==> src/rtl/decode_hazard_stage.sv <==
`default_nettype none
// ---------------------------------------------------------------------------
// decode_hazard_stage : RV32I/RV64I decode stage with RAW hazard stalls
// Revision: 1.0
// ---------------------------------------------------------------------------
module decode_hazard_stage #(
   parameter int          XLEN       = 32,
   parameter int          HIST_DEPTH = 2,
   parameter logic [31:0] RESET_PC   = 32'h00400000,
   parameter int          CNT_W      = 16
) (
   input  logic             clock,
   input  logic             reset,
   input  logic             flush,
   input  logic             in_valid,
   output logic             in_ready,
   input  logic [31:0]      instr_in,
   input  logic [XLEN-1:0]  pc_in,
   output logic             out_valid,
   input  logic             out_ready,
   output logic [4:0]       rs1,
   output logic [4:0]       rs2,
   output logic [4:0]       rd,
   output logic [6:0]       opcode,
   output logic [2:0]       func3,
   output logic [6:0]       func7,
   output logic [XLEN-1:0]  imm,
   output logic [XLEN-1:0]  pc_out,
   output logic             illegal,
   output logic [CNT_W-1:0] stall_count
);

   logic [4:0]        hist [HIST_DEPTH];
   logic [4:0]        hist_in;
   logic [4:0]        f_rs1, f_rs2, f_rd, eff_rd;
   logic [6:0]        f_op;
   logic              uses_rs1, uses_rs2, writes_rd, bad_op;
   logic signed [31:0] imm32;
   logic [XLEN-1:0]   imm_dec;
   logic              hit1, hit2, hazard, adv, accept;

   assign f_op  = instr_in[6:0];
   assign f_rd  = instr_in[11:7];
   assign f_rs1 = instr_in[19:15];
   assign f_rs2 = instr_in[24:20];

   always_comb begin
      uses_rs1  = 1'b0;
      uses_rs2  = 1'b0;
      writes_rd = 1'b0;
      bad_op    = 1'b0;
      imm32     = '0;
      case (f_op)
         7'b0110011: begin
            uses_rs1  = 1'b1;
            uses_rs2  = 1'b1;
            writes_rd = 1'b1;
         end
         7'b0010011, 7'b0000011, 7'b1100111: begin
            uses_rs1  = 1'b1;
            writes_rd = 1'b1;
            imm32     = {{20{instr_in[31]}}, instr_in[31:20]};
         end
         7'b0100011: begin
            uses_rs1 = 1'b1;
            uses_rs2 = 1'b1;
            imm32    = {{20{instr_in[31]}}, instr_in[31:25], instr_in[11:7]};
         end
         7'b1100011: begin
            uses_rs1 = 1'b1;
            uses_rs2 = 1'b1;
            imm32    = {{19{instr_in[31]}}, instr_in[31], instr_in[7],
                        instr_in[30:25], instr_in[11:8], 1'b0};
         end
         7'b0110111, 7'b0010111: begin
            writes_rd = 1'b1;
            imm32     = {instr_in[31:12], 12'b0};
         end
         7'b1101111: begin
            writes_rd = 1'b1;
            imm32     = {{11{instr_in[31]}}, instr_in[31], instr_in[19:12],
                         instr_in[20], instr_in[30:21], 1'b0};
         end
         default: bad_op = 1'b1;
      endcase
   end

   assign imm_dec = XLEN'(imm32);
   assign eff_rd  = (writes_rd && f_rd != 5'd0) ? f_rd : 5'd0;

   always_comb begin
      hit1 = 1'b0;
      hit2 = 1'b0;
      for (int i = 0; i < HIST_DEPTH; i++) begin
         if (hist[i] == f_rs1) hit1 = 1'b1;
         if (hist[i] == f_rs2) hit2 = 1'b1;
      end
   end

   assign hazard   = in_valid & ((uses_rs1 & (f_rs1 != 5'd0) & hit1) |
                                 (uses_rs2 & (f_rs2 != 5'd0) & hit2));
   assign adv      = ~out_valid | out_ready;
   assign accept   = in_valid & ~hazard;
   assign in_ready = adv & ~hazard & ~flush & ~reset;
   // Bubbles push a zero so an older destination ages out of the window.
   assign hist_in  = accept ? eff_rd : 5'd0;

   generate
      for (genvar g = 0; g < HIST_DEPTH; g++) begin : g_hist
         if (g == 0) begin : g_head
            always_ff @(posedge clock) begin
               if (reset || flush) hist[g] <= 5'd0;
               else if (adv)       hist[g] <= hist_in;
            end
         end else begin : g_tail
            always_ff @(posedge clock) begin
               if (reset || flush) hist[g] <= 5'd0;
               else if (adv)       hist[g] <= hist[g-1];
            end
         end
      end
   endgenerate

   always_ff @(posedge clock) begin
      if (reset) begin
         out_valid   <= 1'b0;
         {rs1, rs2, rd, opcode, func3, func7, illegal} <= '0;
         imm         <= '0;
         pc_out      <= XLEN'(RESET_PC);
         stall_count <= '0;
      end else if (flush) begin
         out_valid <= 1'b0;
         {rs1, rs2, rd, opcode, func3, func7, illegal} <= '0;
         imm       <= '0;
         pc_out    <= '0;
      end else if (adv) begin
         if (accept) begin
            out_valid <= 1'b1;
            rs1       <= f_rs1;
            rs2       <= f_rs2;
            rd        <= f_rd;
            opcode    <= f_op;
            func3     <= instr_in[14:12];
            func7     <= instr_in[31:25];
            imm       <= imm_dec;
            illegal   <= bad_op;
            pc_out    <= pc_in;
         end else begin
            out_valid <= 1'b0;
            {rs1, rs2, rd, opcode, func3, func7, illegal} <= '0;
            imm       <= '0;
            if (hazard && stall_count != {CNT_W{1'b1}})
               stall_count <= stall_count + CNT_W'(1);
         end
      end
   end

endmodule
`default_nettype wire

==> config.mk <==
export PLATFORM = sky130hd
export DESIGN_NAME = decode_hazard_stage
export DESIGN_NICKNAME = d
export VERILOG_FILES = /design/src/rtl/decode_hazard_stage.sv
export SDC_FILE = /design/constraint.sdc
export NUM_CORES = 1
export LEC_CHECK = 0
export CORE_MARGIN = 1
export CORE_UTILIZATION = 45
export CTS_CLUSTER_DIAMETER = 30
export DETAILED_ROUTE_END_ITERATION = 7
export PLACE_DENSITY = 0.89
export SYNTH_ARGS = -nofsm -noshare
export SYNTH_HDL_FRONTEND = slang
export SYNTH_SLANG_ARGS = --single-unit
==> constraint.sdc <==
create_clock -name clock -period 8.6 [get_ports clock]
set_input_delay 2.15 -clock clock [delete_from_list [all_inputs] [get_ports clock]]
set_output_delay 2.15 -clock clock [all_outputs]
set_load 0.01 [all_outputs]
==> reports/results.ini <==
[outcome]
status = completed

[routing]
drt-total-wl_um = 15600
dr.pass1.iters = 5
wl_per_cell_um = 17.55
viasPerCell = 5.711
drc = 0
ant_nets = 0
via_count = 5077
first_iter_violations = 456

[sta]
fin_skew_ps = 7.422
finalSetupViolations = 0
final.setup.tns_ps = 0
fin_crit_ps = 7317
period_share = 0.8508
fmax_mhz = 136.7
slew_viol_final = 0
hold_violations = 0
slew_headroom = 0.3007
max_slew.worst_pin.slew_ps = 1046
rsz0062_at_grt = false

[power_and_ir_drop]
switching_power_mw = 0.3066
internal_power_mw = 1.068
ir_worst_vdd_uv = 181.1
swShare = 0.2231
power_frac_seq = 0.436
p_clk_frac = 0.471
leakagePower_nw = 2.658
pwr-share-comb = 0.093
powerDensity_nw_per_um2 = 179.4

[synth]
synth.largest_area_cell = dfxtp_1
seq_area_frac_synth = 0.4907
synth.net_count = 643
async_flop_share = 0
netlist_area_sq_um = 5263
syn_inst = 573
synthDistinctLibCells = 49
netlist_top_cells_area = dfxtp_1, a21oi_1, edfxtp_1
synth-edff-count = 10
syn_avg_cell_area_sq_um = 9.184
synth.top_cell.area_share = 0.4337
synth_warnings = 0
synth_seq_cells = 124
synthFlopType = dfxtp_1

[clocking]
clock-sinks = 124
tritoncts = done
clkLatencyLatePin_ps = 420
cts_resized = 0
cts.reportedPaths.clkPinSlew_ps = 50
hold_buffers = 0
cts-root-buf = clkbuf_16
cts_buffer_depth = 2
cts_setup_buffers = 0
numCtsBuffers = 17
htreeDepth = 4

[setup_path]
endpoint_kind = output pin
critPathSlowestCell = a22oi_2
path_class = in -> out
cp_common_cell = nor2_1
path_delay_family = buffers and inverters
path_buf_inv = 2
cp.required_ps = 6450
start_kind = input port
cp.arrival_ps = 5170
path_cells = clkdlybuf4s50_1 > or4_1 > nor2_1 > nor4_4 > a22oi_2 > nor2_1 > nor2_1 > clkdlybuf4s50_1
critPathMaxFanout = 20
slowest_delay_ps = 750

[floorplan]
dieHeight_um = 110.1
initial_utilization = 0.4609
die_area_sq_um = 12130
row_count = 39
dieWidth_um = 110.1
core_area_sq_um = 11420
pin_count = 184

[worst_hold_path]
min_path_type = reg -> reg

[finish]
drive_above_1_share = 0.07239
layoutNonFillerInstCount = 889
antenna_cells = 0
final_cell_area_sq_um = 7657
final_nets = 805
area_delta_synth_final_pct = 45.51

[global_route]
grt_first_pass_wirelength_um = 23120
gr-total-overflow = 0
grtUsageTotal = 0.2536
grt_pass1_vias = 4726
grt_max_degree = 49
antenna_found_initial = 0

[job]
maxCapViolations = 0

[place]
io_buffers = 183
postPlaceCellArea_sq_um = 7122
place_congestion = 0.8971
dp_cells = 859
post-dp-hpwl_um = 10700

[flip-flops by register name, summed over array words and instances (netlist names)]
register,cells
hist,10
opcode,7
out_valid,1
rs2,5
illegal,1
rs1,5
func7,7
func3,3
stall_count,16
pc_out,32
rd,5
imm,32
[layer usage]
| layer | vias to the layer above | share of wire | global-route usage |
|---|---|---|---|
| met4 | 0 | 0.018 | 0.1109 |
| met2 | 211 | 0.50 | 0.4446 |
| met3 | 28 | 0.074 | 0.07172 |
| li1 | 2407 | - | - |
| met5 | - | 0 | 0 |
| met1 | 2431 | 0.41 | 0.2867 |
[synth_stat cells (2+ instances only)]
cell type,count
a21oi_1,60
a22o_1,32
a22oi_1,5
a32o_1,6
and2_1,2
and3_1,9
buf_2,8
buf_6,4
clkbuf_1,33
dfxtp_1,114
edfxtp_1,10
inv_1,5
mux2_1,2
mux2_2,9
nand2_1,44
nand2b_1,4
nand3_1,39
nand4_1,11
nor2_1,25
nor2b_1,13
nor3_1,13
nor3b_2,2
nor4b_1,3
nor4b_2,3
o21ai_0,50
o21ai_1,15
o22ai_1,2
o31ai_1,5
or4_1,6
xnor2_1,20
[final timing paths]
check	slack, ps	start	cells after the start	to
max	1280	instr_in[21]	8	in_ready
min reg2reg	450	imm[23]	2	imm[23]
max reg2reg	5750	hist[0][0]	7	hist[0][4]
min	450	imm[23]	2	imm[23]
[power by group through the flow]
stage / sequential, mW / clock, mW / combinational [mW]
2_1_floorplan: 0.615 / 0 / 0.0514
3_3_place_gp: 0.610 / 0 / 0.123
3_5_place_dp: 0.611 / 0 / 0.126
4_1_cts: 0.599 / 0.653 / 0.128
5_1_grt: 0.600 / 0.678 / 0.138
6_report: 0.599 / 0.647 / 0.128
[cell usage in the layout, fill, tap and decap left out, drive strengths merged, types with 2 or more instances in the layout]
cell type        n
a22o            32
edfxtp          10
or4              6
mux2            11
dfxtp          114
nor2            25
a21oi           60
nor3            13
a22oi            6
nor2b           13
or2              2
a32o             6
inv              5
o22ai            2
buf              7
nand4           11
and3             9
xnor2           20
clkdlybuf4s50  183
and2             2
nor4b            6
nand2b           4
nor3b            2
nand3           40
o21ai           65
nand2           45
o31ai            5
clkbuf          29
nor4             2
[cell families (layout without fill, tap and decap cells)]
logic type      after synthesis  in the layout  synth area share
compound gates              182            182            0.2161
simple gates                182            182            0.1866
flops                       124            124            0.4907
buf+inv                      52            225           0.04541
xor+xnor                     20             20           0.03329
mux                          12             12           0.02544
fa+ha+maj                     1              1          0.002377
[worst reg2reg max path: cells and delay by family (launching register included)]
family / cells / cell delay [ps]
AND/OR/NAND/NOR: 3 / 1150
flip-flops: 1 / 470
AO/OA/AOI/OAI: 2 / 470
buffers and inverters: 1 / 370
XOR/XNOR: 1 / 180
[stage by stage]
| stage | hold WS [ps] | worst slack [ps] | power (mW) | util |
|---|---|---|---|---|
| global placement | 433.1 | 1454 | 0.7333 | 0.6237 |
| CTS | 449.1 | 1308 | 1.380 | 0.6706 |
| finish | 447.9 | 1283 | 1.374 | 0.6706 |
| global route | 476.1 | 1080 | 1.416 | 0.6706 |
| floorplan | 471.5 | 2811 | 0.6662 | - |
| detailed placement | 442.4 | 1344 | 0.7369 | 0.6237 |
[area by class of cell]
type | count | area (sq um)
fillers | 878 | 3761
flip-flops and latches | 124 | 2582
multi-input cells | 397 | 2457
repair buffers | 190 | 1884
clock buffers | 29 | 530.5
well taps | 143 | 178.9
inverters | 5 | 18.77
clock inverters | 1 | 5.005
(Power assumes the default switching activity.)
